## src/rtl/msx_bus_pkg.sv

```systemverilog
// Shared types and timing constants for the MSX bus sequencer.
// TIMEOUT_CYC is only used when NWAIT_TIMEOUT_EN is defined.
package msx_bus_pkg;

  typedef enum logic [1:0] {
    ST_IDLE   = 2'd0,
    ST_SETUP  = 2'd1,
    ST_STROBE = 2'd2,
    ST_HOLD   = 2'd3
  } state_e;

  localparam int TIMEOUT_CYC    = 256;
  localparam int DEF_SETUP_CYC  = 2;
  localparam int DEF_STROBE_CYC = 3;
  localparam int DEF_HOLD_CYC   = 1;

  // Down-counter load for an N-cycle state; 0 behaves as 1, large values saturate.
  function automatic logic [7:0] cyc_load(input int n);
    if (n <= 1) return 8'd0;
    if (n >= 256) return 8'd255;
    return 8'(n - 1);
  endfunction

endpackage

```

## src/rtl/msx_rr_arbiter2.sv

```systemverilog
// Two-way round-robin arbiter; combinational grant, pointer flop records the last winner.
// With both requests set the requester not granted last wins; pointer moves only on i_take.
module msx_rr_arbiter2 (
  input  logic       i_clk,
  input  logic       i_reset,
  input  logic [1:0] i_req,
  input  logic       i_take,
  output logic       o_vld,
  output logic       o_idx
);

  logic r_last;
  logic w_idx;

  always_comb begin
    w_idx = i_req[1];
    if (i_req == 2'b11) w_idx = ~r_last;
  end

  assign o_vld = |i_req;
  assign o_idx = w_idx;

  // Reset value 1 makes requester 0 the favoured one.
  always_ff @(posedge i_clk or posedge i_reset) begin
    if (i_reset) r_last <= 1'b1;
    else if (i_take && o_vld) r_last <= w_idx;
  end

endmodule

```

## src/rtl/msx_bus_sequencer.sv

```systemverilog
// MSX bus cycle sequencer: IDLE -> SETUP -> STROBE -> HOLD, ack one cycle after HOLD ends.
// Define NWAIT_TIMEOUT_EN to abort a STROBE after 256 consecutive nwait-low cycles (err = 1).
module msx_bus_sequencer
  import msx_bus_pkg::*;
#(
  parameter int SETUP_CYC  = DEF_SETUP_CYC,
  parameter int STROBE_CYC = DEF_STROBE_CYC,
  parameter int HOLD_CYC   = DEF_HOLD_CYC
) (
  input  logic        i_clk,
  input  logic        i_reset,
  input  logic [1:0]  i_req,
  input  logic [1:0]  i_we,
  input  logic [1:0]  i_io,
  input  logic [31:0] i_addr,
  input  logic [15:0] i_wdata,
  output logic [1:0]  o_ack,
  output logic        o_err,
  output logic [7:0]  o_rdata,
  output logic [15:0] o_address,
  output logic [7:0]  o_data_out,
  output logic        o_data_oe,
  input  logic [7:0]  i_data_in,
  output logic        o_rd_n,
  output logic        o_wr_n,
  output logic        o_iorq_n,
  output logic        o_merq_n,
  output logic        o_sltsl_n,
  input  logic        i_nwait,
  output logic        o_busy
);

  localparam logic [7:0] L_SETUP  = cyc_load(SETUP_CYC);
  localparam logic [7:0] L_STROBE = cyc_load(STROBE_CYC);
  localparam logic [7:0] L_HOLD   = cyc_load(HOLD_CYC);

  state_e      r_state;
  state_e      w_next;
  logic [7:0]  r_cnt;
  logic [7:0]  w_cnt_nxt;
  logic        r_idx;
  logic        r_we;
  logic        r_io;
  logic [15:0] r_addr;
  logic [7:0]  r_wdata;
  logic [7:0]  r_rdata;
  logic [1:0]  r_ack;
  logic        r_err;
  logic        w_arb_vld;
  logic        w_arb_idx;
  logic        w_take;
  logic        w_strobe_done;
  logic        w_tmo_hit;
  logic        w_tmo_flag;

  msx_rr_arbiter2 u_arb (
    .i_clk   (i_clk),
    .i_reset (i_reset),
    .i_req   (i_req),
    .i_take  (r_state == ST_IDLE),
    .o_vld   (w_arb_vld),
    .o_idx   (w_arb_idx)
  );

`ifdef NWAIT_TIMEOUT_EN
  logic [7:0] r_wait_cnt;
  logic       r_tmo;

  assign w_tmo_hit  = (r_state == ST_STROBE) && !i_nwait && (r_wait_cnt == 8'(TIMEOUT_CYC - 1));
  assign w_tmo_flag = r_tmo;

  always_ff @(posedge i_clk or posedge i_reset) begin
    if (i_reset) begin
      r_wait_cnt <= 8'd0;
      r_tmo      <= 1'b0;
    end else begin
      r_wait_cnt <= (r_state == ST_STROBE && !i_nwait) ? r_wait_cnt + 8'd1 : 8'd0;
      if (w_take) r_tmo <= 1'b0;
      else if (w_tmo_hit) r_tmo <= 1'b1;
    end
  end
`else
  assign w_tmo_hit  = 1'b0;
  assign w_tmo_flag = 1'b0;
`endif

  always_comb begin
    w_next        = r_state;
    w_cnt_nxt     = r_cnt;
    w_take        = 1'b0;
    w_strobe_done = 1'b0;
    o_rd_n        = 1'b1;
    o_wr_n        = 1'b1;
    o_iorq_n      = 1'b1;
    o_merq_n      = 1'b1;
    o_sltsl_n     = 1'b1;
    o_data_oe     = 1'b0;
    case (r_state)
      ST_IDLE: begin
        if (w_arb_vld) begin
          w_take    = 1'b1;
          w_next    = ST_SETUP;
          w_cnt_nxt = L_SETUP;
        end
      end
      ST_SETUP: begin
        if (r_cnt == 8'd0) begin
          w_next    = ST_STROBE;
          w_cnt_nxt = L_STROBE;
        end else begin
          w_cnt_nxt = r_cnt - 8'd1;
        end
      end
      ST_STROBE: begin
        // nwait only matters once the minimum strobe width has elapsed.
        if (w_tmo_hit || (r_cnt == 8'd0 && i_nwait)) begin
          w_next        = ST_HOLD;
          w_cnt_nxt     = L_HOLD;
          w_strobe_done = 1'b1;
        end else if (r_cnt != 8'd0) begin
          w_cnt_nxt = r_cnt - 8'd1;
        end
        o_rd_n = r_we;
        o_wr_n = ~r_we;
      end
      ST_HOLD: begin
        if (r_cnt == 8'd0) w_next = ST_IDLE;
        else w_cnt_nxt = r_cnt - 8'd1;
      end
      default: w_next = ST_IDLE;
    endcase
    if (r_state != ST_IDLE) begin
      o_iorq_n  = ~r_io;
      o_merq_n  = r_io;
      o_sltsl_n = r_io;
      o_data_oe = r_we;
    end
  end

  always_ff @(posedge i_clk or posedge i_reset) begin
    if (i_reset) begin
      r_state <= ST_IDLE;
      r_cnt   <= 8'd0;
      r_idx   <= 1'b0;
      r_we    <= 1'b0;
      r_io    <= 1'b0;
      r_addr  <= 16'd0;
      r_wdata <= 8'd0;
      r_rdata <= 8'd0;
      r_ack   <= 2'b00;
      r_err   <= 1'b0;
    end else begin
      r_state <= w_next;
      r_cnt   <= w_cnt_nxt;
      r_ack   <= 2'b00;
      r_err   <= 1'b0;
      if (w_take) begin
        r_idx   <= w_arb_idx;
        r_we    <= i_we[w_arb_idx];
        r_io    <= i_io[w_arb_idx];
        r_addr  <= w_arb_idx ? i_addr[31:16] : i_addr[15:0];
        r_wdata <= w_arb_idx ? i_wdata[15:8] : i_wdata[7:0];
      end
      if (w_strobe_done && !r_we && !w_tmo_hit) r_rdata <= i_data_in;
      if (r_state == ST_HOLD && r_cnt == 8'd0) begin
        r_ack <= r_idx ? 2'b10 : 2'b01;
        r_err <= w_tmo_flag;
      end
    end
  end

  assign o_ack      = r_ack;
  assign o_err      = r_err;
  assign o_rdata    = r_rdata;
  assign o_address  = r_addr;
  assign o_data_out = r_wdata;
  assign o_busy     = (r_state != ST_IDLE);

endmodule

```

## config.mk

```make
export PLATFORM = sky130hd
export DESIGN_NAME = msx_bus_sequencer
export DESIGN_NICKNAME = d
export VERILOG_FILES = /design/src/rtl/msx_bus_pkg.sv /design/src/rtl/msx_rr_arbiter2.sv /design/src/rtl/msx_bus_sequencer.sv
export SDC_FILE = /design/constraint.sdc
export NUM_CORES = 1
export LEC_CHECK = 0
export ABC_CLOCK_PERIOD_IN_PS = 4130
export BUFFER_PORTS_ARGS = -buffer_cell sky130_fd_sc_hd__buf_2
export CORE_MARGIN = 3
export CORE_UTILIZATION = 51
export DETAILED_ROUTE_END_ITERATION = 7
export GPL_ROUTABILITY_DRIVEN = 0
export GPL_TIMING_DRIVEN = 0
export PLACE_DENSITY = 0.88
export SETUP_SLACK_MARGIN = 0.02
export SYNTH_ARGS = -nofsm -noshare
export SYNTH_HDL_FRONTEND = slang
export SYNTH_SLANG_ARGS = --single-unit
```

## constraint.sdc

```tcl
create_clock -name i_clk -period 4.13 [get_ports i_clk]
set_clock_uncertainty 0.15 [all_clocks]
set_input_delay 0 -clock i_clk [delete_from_list [all_inputs] [get_ports i_clk]]
set_output_delay 0 -clock i_clk [all_outputs]
set_load 0.01 [all_outputs]
```

### Word-level counts from Yosys, hierarchy flattened

Index checks and enable logic that the tools add are counted.

* register bits after elaboration: 48
* word-level logic and storage cells: 66
* input port bits: 65
* output and inout bits: 42

* reductions and logical operators: 12
* eq/ne operators: 10
* multiplexer cells: 29
* add/sub/neg operators: 1
* bitwise gates (word level): 3
* $lt $le $gt $ge: 1

Operators with widths (number)
* $mux 8: 6
* $pmux 8 s4: 1
* $mux 16: 1
* $mux 1: 14
* $mux 2: 6
* $ne 2x2->1 const B: 5
* $logic_not 8->1: 1
* $pmux 2 s4: 1
* $reduce_bool 8->1: 1
* $sub 8x1->8 const B: 1
* $eq 2x2->1 const B: 3
* $logic_and 1x1->1: 4
* $reduce_and 4->1: 1
* $ne 3x3->1 const B: 1
* $not 1->1: 3
* $reduce_and 3->1: 1
* $eq 2x1->1 const B: 1
* $logic_not 2->1: 1
* $lt 1x2->1 const B: 1
* $reduce_bool 2->1: 1
* $reduce_or 2->1: 1
* $logic_not 1->1: 1

### Depth between registers and ports, before layout

Gate-level depths: netlist (run 1).

* depth after elaboration: 5
* depth in mapped cells: 7
* gate-level depth less buffers: 6

### Hierarchy

From an unflattened synthesis (run 1), not the netlist that was laid out.

* cell total of the unflattened synthesis: 236
* area, all modules: 2462.4 um2

By module, submodules not included
* msx_bus_sequencer: instances 1, cells an instance 230, area an instance 2407.3 um2, seq. area each 1176.1 um2
* msx_rr_arbiter2: instances 1, cells an instance 6, area an instance 55.1 um2, seq. area each 26.3 um2

### Worst setup path before layout (run 1)

Ideal clock, no wire load.

* path kind: flip-flop to flip-flop
* start point: reg r_cnt[0]
* end point: reg r_rdata[0] (netlist: o_rdata[0])
* arrival: 1.729 ns
* cell stages (with the launch flop): 8
* path slack: 2.126 ns
* library setup time: 0.125 ns
* buffers on the path: 1
* data required time: 3.855 ns
* period minus slack after synthesis: 2.004 ns
* path through: dfrtp_1 inv_1 ha_1 nor4b_4 and3_4 nand2b_2 buf_6 mux2_4

* cells in the longest elaborated chain, start to end: 5

RTL lines
* from (decl): line msx_bus_sequencer.sv:39 `logic [7:0] r_cnt;`
* from (signal assigned): line msx_bus_sequencer.sv:154 `r_cnt <= w_cnt_nxt;`
* $logic_not 8->1: line msx_bus_sequencer.sv:116 `if (w_tmo_hit || (r_cnt == 8'd0 && i_nwait)) begin`
* $logic_and 1x1->1: line msx_bus_sequencer.sv:116
* $mux 1: line msx_bus_sequencer.sv:116
* $mux 1: line msx_bus_sequencer.sv:98 `case (r_state)`
* $logic_and 1x1->1: line msx_bus_sequencer.sv:164 `if (w_strobe_done && !r_we && !w_tmo_hit) r_rdata <= i_data_in;`
* to (signal assigned): line msx_bus_sequencer.sv:164
* to (decl): line msx_bus_sequencer.sv:46 `logic [7:0] r_rdata;`

Every way passes these cells.
A chain may end at the register's enable or synchronous reset.

### Final worst setup path (run 1)

* start point: in i_req[0]
* end point: reg r_addr[11] (netlist: o_address[11])

* cells in the longest elaborated chain, start to end: 3
* elaborated cells on any way between the ends: 6
* classes of those cells: 1 x eq/ne; 4 x mux; 1 x reduce/logical

RTL lines
* from (decl): line msx_bus_sequencer.sv:12 `input logic [1:0] i_req,`
* $eq 2x2->1 or $reduce_or 2->1 (tied branches): line msx_rr_arbiter2.sv:17, msx_rr_arbiter2.sv:20
* $mux 1 (on tied branches): line msx_rr_arbiter2.sv:17, msx_bus_sequencer.sv:100
* $mux 16 or $mux 1 (tied branches): line msx_bus_sequencer.sv:161, msx_bus_sequencer.sv:98
* to (signal assigned): line msx_bus_sequencer.sv:161 `r_addr <= w_arb_idx ? i_addr[31:16] : i_addr[15:0];`
* to (decl): line msx_bus_sequencer.sv:44 `logic [15:0] r_addr;`

Parallel ways exist; a longest one is shown, timed or not.

==> results of run 1 <==
## logic make-up after synthesis
group	Yosys count
adders and majority gates	6
AOI/OAI and AO/OA	57
other	1
buffers and inverters	25
DFF	48
xor gates and xnor gates	2
muxes	34
and+or+nand+nor	62
## final cells by class
| type | count | area (um^2) |
|---|---|---|
| Antenna cell | 1 | 2.502 |
| Buffer | 13 | 68.82 |
| Clock buffer | 7 | 76.32 |
| Clock inverter | 1 | 5.005 |
| Fill cell | 216 | 720.7 |
| Inverter | 12 | 45.04 |
| Multi-Input combinational cell | 162 | 1132 |
| Sequential cell | 48 | 1202 |
| Tap cell | 52 | 65.06 |
| Timing Repair Buffer | 170 | 1186 |
## registers in the layout, summed over array words and instances (netlist names)
register / flops
r_cnt: 8
o_data_out: 8
r_idx: 1
o_rdata: 8
o_ack: 2
o_address: 16
r_we: 1
r_state: 2
r_io: 1
u_arb.r_last: 1
## where the power goes
group / leakage (nW) / switching [mW] / internal (mW)
sequential: 0.606 / 0.159 / 0.677
combinational: 1.30 / 0.771 / 0.559
clock: 0.0422 / 0.166 / 0.119
## cells in the mapped netlist (2+ instances only)
cell and number:
nor2_1 5, o31ai_1 2, ha_1 6, inv_1 12, buf_4 2, mux2_4 8, clkbuf_1 6, nand2_1 33
o21ai_0 29, o211ai_1 2, xor2_1 2, nand3_1 6, a22o_1 2, a211oi_1 5, a21boi_0 2, mux2i_1 26
a31oi_1 5, nor2b_1 3, dfrtp_1 47, a22oi_1 2, buf_2 4, nor3_1 7, a21oi_1 3
## layer usage
metal / track usage, % / routed length [um] / up-vias
met1: 34.22 / 2999 / 1287
met4: 24.08 / 837 / 0
met5: 0 / 0 / -
li1: - / - / 1176
met2: 57.14 / 4768 / 250
met3: 8.047 / 869 / 90
## what timing repair did
item,CTS,global route
hold buffers,64,0
resized for setup,0,0
hold endpoints to repair,83,0
## worst max-delay path: cells and delay by family
family | cells | cell delay, ns
compound gates | 2 | 0.49
buf+inv | 5 | 1.98
mux | 1 | 0.14
## worst max-delay path by stage
stage | endpoint | slack (ns)
2_1_floorplan | o_rdata[0] | 2.13
3_3_place_gp | r_cnt[7] | 1.86
3_5_place_dp | r_cnt[7] | 1.81
4_1_cts | o_address[10] | 1.75
5_1_grt | r_cnt[7] | 1.47
6_report | o_address[11] | 1.55
## metrics by stage
step	hold slack [ns]	cell area (um^2)
2_1_floorplan	-0.07692	2449
3_3_place_gp	0.04484	3039
3_5_place_dp	-0.1220	3059
4_1_cts	0.01067	3781
5_1_grt	0.05235	3781
6_report	0.03303	3784
==> results.py, run 1 <==
metrics = {
    "logic_synthesis": {
        "syn_nets": 306,
        "synth.distinct_cells": 39,
        "syn_area_um2": 2449,
        "synth_fa_ha_area_share_pct": 3.066,
        "ys_ff_latch": 48,
        "synth.area.mux_share_pct": 15.53,
        "synth_flop_cell": "dfrtp_1",
        "ys_seq_area_share_pct": 49.11,
        "synth_top_area_share_pct": 48.03,
        "synthXorXnorAreaFrac_pct": 0.7154,
        "syn_avg_cell_area_um2": 10.42,
        "synth_top_cell_by_area": "dfrtp_1",
        "synth_edf_count": 0,
        "synth.area.top_cells": "dfrtp_1 (48%), mux2i_1 (11%), o21ai_0 (5.9%)",
        "async_flop_share_pct": 100.0,
        "synth_top_family_by_area": "multiplexers",
        "yosysWarnings": 0,
        "synth-simple-area-share_pct": 12.57,
        "syn-instance-count": 235,
        "synth_compound_area_share_pct": 14.21,
    },
    "placed_design": {
        "post-dp-hpwl_mm": 4.813,
        "port_buffers": 105,
        "pre_cts_ws_ns": 1.814,
        "dp_cells": 393,
    },
    "critical_path": {
        "worstReg2RegEnd": "o_address[11]",
        "worstPathMaxFanout": 10,
        "cp-end-kind": "flip-flop",
        "crit_top_cell": "buf_2",
        "critPathLaunchType": "input port",
        "worstPathCellList": "dlygate4sd3_1, buf_2, a21boi_0, buf_2, buf_2, mux2i_1, dlygate4sd3_1, o21ai_0",
        "reg2reg_setup_slack_ns": 1.57,
        "crit_path_max_incr_delay_ns": 0.58,
        "r2r_start": "u_arb.r_last",
        "crit_path_top_delay_cell": "dlygate4sd3_1",
        "required_ns": 4.17,
        "arrival_ns": 2.62,
        "r2r_cells": 6,
        "path_class": "input port to flip-flop",
        "crit_path_start": "i_req[0]",
    },
    "final_layout": {
        "drive_above_1_share_pct": 32.93,
        "final_cells": 466,
        "post-route-util_pct": 84.00,
        "mostFrequentLayoutCells": "buf_2 (109), dlygate4sd3_1 (64), dfrtp_1 (47)",
        "layout_commonest_cell": "buf_2",
        "area_delta_synth_final_pct": 54.52,
        "nets": 483,
    },
    "worst_hold_path": {
        "hp-class": "input port to flip-flop",
        "hold_depth": 3,
        "min_to": "r_cnt[0]",
        "min-delay-start": "i_req[1]",
    },
    "power": {
        "vdd_drop_max_mv": 0.5162,
        "powerDensity_nw_per_um2": 647.7,
        "p_leak_nw": 1.949,
        "fin_total_pwr_mw": 2.451,
    },
    "detailed_routing": {
        "firstDrtPassIters": 5,
        "viasPerCell": 6.015,
        "dr_total_vias": 2803,
        "drc": 0,
        "wl_per_cell_um": 20.33,
        "wl_mm": 9.475,
        "drtIter0Drc": 251,
        "ant_nets": 0,
    },
    "flow_run": {
        "timing.max_cap.violations": 0,
    },
    "cts": {
        "clock-sinks": 48,
        "cts_setup_buffers": 0,
        "cts_tree": "yes",
        "clkTransAtPathRegs_ns": 0.09,
        "cts.htree.levels": 2,
        "clk_latency_ns": 0.31,
        "numCtsBuffers": 5,
        "clk_path_buf_depth": 2,
        "root_buffer": "clkbuf_8",
    },
    "timing": {
        "fin_crit_ns": 2.581,
        "fin_crit_sh_pct": 62.50,
        "setup_viol": 0,
        "setup_slack_ns": 1.549,
        "final_hold_viol_count": 0,
        "rsz0062_at_grt": "false",
        "clock.fmax_mhz": 387.4,
        "slew_viol_final": 0,
        "slew_headroom_pct": 28.95,
        "tightest_slew_ns": 1.063,
        "fin_tns_setup_ns": 0,
    },
    "run_status": {
        "run_status": "completed",
    },
    "die": {
        "rows": 24,
        "die_h_um": 75.29,
        "start_util_pct": 54.36,
        "core_area_um2": 4504,
        "dieArea_um2": 5669,
        "pin_count": 107,
        "die_w_um": 75.29,
    },
    "global_route": {
        "grt_start_max_net_pins": 31,
        "grt_pass1_vias": 2753,
        "grt_pass1_wl_mm": 13.70,
        "antenna_found_initial": 0,
        "grt_use_total_pct": 32.87,
        "grt_overflow": 0,
    },
}
Note: power is estimated with default switching activity, not from simulation.
==> run 2: changes to the inputs <==
--- a/config.mk
+++ b/config.mk
@@ -5,14 +5,14 @@
 export SDC_FILE = /design/constraint.sdc
 export NUM_CORES = 1
 export LEC_CHECK = 0
-export ABC_CLOCK_PERIOD_IN_PS = 4130
+export ABC_CLOCK_PERIOD_IN_PS = 2500
 export BUFFER_PORTS_ARGS = -buffer_cell sky130_fd_sc_hd__buf_2
 export CORE_MARGIN = 3
-export CORE_UTILIZATION = 51
+export CORE_UTILIZATION = 47
 export DETAILED_ROUTE_END_ITERATION = 7
 export GPL_ROUTABILITY_DRIVEN = 0
 export GPL_TIMING_DRIVEN = 0
-export PLACE_DENSITY = 0.88
+export PLACE_DENSITY = 0.82
 export SETUP_SLACK_MARGIN = 0.02
 export SYNTH_ARGS = -nofsm -noshare
 export SYNTH_HDL_FRONTEND = slang
==> constraint.sdc (replaced) <==
create_clock -name i_clk -period 2.5 [get_ports i_clk]
set_clock_uncertainty 0.15 [all_clocks]
set_input_delay 0 -clock i_clk [delete_from_list [all_inputs] [get_ports i_clk]]
set_output_delay 0 -clock i_clk [all_outputs]
set_load 0.01 [all_outputs]
==> results.py, run 2 (synthesis results as in run 1) <==
metrics = {
    "run_status": {
        "run_status": "completed",
    },
    "placed_design": {
        "post-dp-hpwl_mm": 4.566,
        "pre_cts_ws_ns": 0.1736,
        "dp_cells": 408,
        "place_area_um2": 3078,
        "port_buffers": 105,
    },
    "die": {
        "core_area_um2": 4880,
        "pin_count": 107,
        "rows": 25,
        "start_util_pct": 50.18,
        "die_h_um": 78.18,
        "dieArea_um2": 6112,
        "die_w_um": 78.18,
    },
    "timing": {
        "fin_tns_setup_ns": 0,
        "setup_viol": 0,
        "slew_viol_final": 0,
        "tightest_slew_ns": 0.6265,
        "final_hold_viol_count": 0,
        "setup_slack_ns": 0.06356,
        "clock.fmax_mhz": 410.4,
        "slew_headroom_pct": 58.05,
        "fin_crit_sh_pct": 97.46,
        "fin_crit_ns": 2.436,
    },
    "critical_path": {
        "required_ns": 2.52,
        "reg2reg_setup_slack_ns": 0.07,
        "worstReg2RegEnd": "o_address[5]",
        "r2r_cells": 6,
        "path_class": "input port to flip-flop",
        "critPathLaunchType": "input port",
        "arrival_ns": 2.46,
        "r2r_start": "u_arb.r_last",
        "cp-end-kind": "flip-flop",
        "worstPathMaxFanout": 10,
    },
    "global_route": {
        "antenna_found_initial": 1,
        "grt_pass1_vias": 2752,
        "grt_overflow": 0,
        "grt_pass1_wl_mm": 13.57,
        "grt_use_total_pct": 28.64,
        "grt_start_max_net_pins": 34,
    },
    "power": {
        "switching_power_mw": 1.737,
        "swShare_pct": 43.28,
        "p_leak_nw": 1.959,
        "seq_power_share_pct": 34.0,
        "vdd_drop_max_mv": 0.7845,
        "p_comb_share_pct": 53.8,
        "p_int_mw": 2.277,
        "powerDensity_nw_per_um2": 1045,
        "power.share.clock_pct": 12.2,
    },
    "worst_hold_path": {
        "hp-class": "input port to asynchronous set/reset pin",
    },
    "final_layout": {
        "drive_above_1_share_pct": 33.57,
        "final_cells": 482,
        "mostFrequentLayoutCells": "buf_2 (106), dlygate4sd3_1 (65), dfrtp_1 (47)",
        "area_delta_synth_final_pct": 56.92,
        "layout_commonest_cell": "buf_2",
        "largest_register_ffs": 16,
        "fin_area_um2": 3842,
        "nets": 484,
    },
    "detailed_routing": {
        "viasPerCell": 5.413,
        "firstDrtPassIters": 5,
        "drtIter0Drc": 203,
        "wl_mm": 8.684,
        "dr_total_vias": 2609,
        "drc": 0,
        "wl_per_cell_um": 18.02,
        "ant_nets": 0,
    },
    "cts": {
        "clk_latency_ns": 0.30,
        "cts_tree": "yes",
        "cts.htree.levels": 2,
        "clk_path_buf_depth": 2,
        "clkTransAtPathRegs_ns": 0.10,
        "root_buffer": "clkbuf_8",
        "clock-sinks": 48,
        "cts_setup_buffers": 0,
        "numCtsBuffers": 5,
    },
    "flow_run": {
        "timing.max_cap.violations": 0,
    },
}
-- run 2: how the worst max path moves through the flow --
stage	start	cells after the start	slack, ns	end
after global placement	r_state[0]	6	0.24	r_cnt[7]
after global routing	i_req[1]	8	-0.005	o_address[5]
after detailed placement	r_state[0]	6	0.17	r_cnt[2]
after floorplan	r_cnt[0]	7	0.50	o_rdata[0]
after CTS	u_arb.r_last	6	0.15	o_address[3]
final	i_req[1]	8	0.06	o_address[5]
-- run 2: metal layers --
layer,routed length [um],GRT usage (%),vias up
li1,-,-,1179
met1,3153,32.49,1258
met2,4556,51.71,142
met3,553,4.931,30
met4,420,14.16,0
met5,0,0,-
-- run 2: final cells by class --
type	count	area, um^2
clock buffer	7	86.33
antenna	1	2.502
timing repair buffer	171	1196
multi-input combinational	162	1142
inverter	12	45.04
buffer	13	76.32
sequential	48	1202
clock inverter	1	7.507
tap	67	83.83
fill	302	1037
-- run 2: what timing repair did --
| action | in CTS | in global routing |
|---|---|---|
| hold buffers | 65 | 0 |
| setup endpoints to repair | 0 | 25 |
| gates resized for setup | 0 | 7 |
| endpoints found under the hold margin | 84 | 0 |
-- run 2: power groups by stage --
stage          combinational (mW)  sequential (mW)  clock [mW]
2_1_floorplan                1.13             1.43           0
3_3_place_gp                 1.79             1.33           0
3_5_place_dp                 1.86             1.34           0
4_1_cts                      2.02             1.33       0.489
5_1_grt                      2.34             1.40       0.522
6_report                     2.16             1.36       0.491
-- run 2: stage by stage --
step	hold slack (ns)	utilization, %	power [mW]
final	0.08356	78.74	4.014
after global routing	0.1090	78.74	4.265
after CTS	0.06297	78.33	3.834
after detailed placement	-0.1548	63.08	3.204
after global placement	0.06896	62.67	3.113
after floorplan	-0.07692	-	2.559
-- run 2: critical path, cell delays in order --
cell and delay, ns:
dlygate4sd3_1 0.53, buf_2 0.14, a21boi_0 0.27, buf_4 0.28, clkbuf_4 0.28, mux2i_1 0.28, dlygate4sd3_1 0.59, o21ai_0 0.08
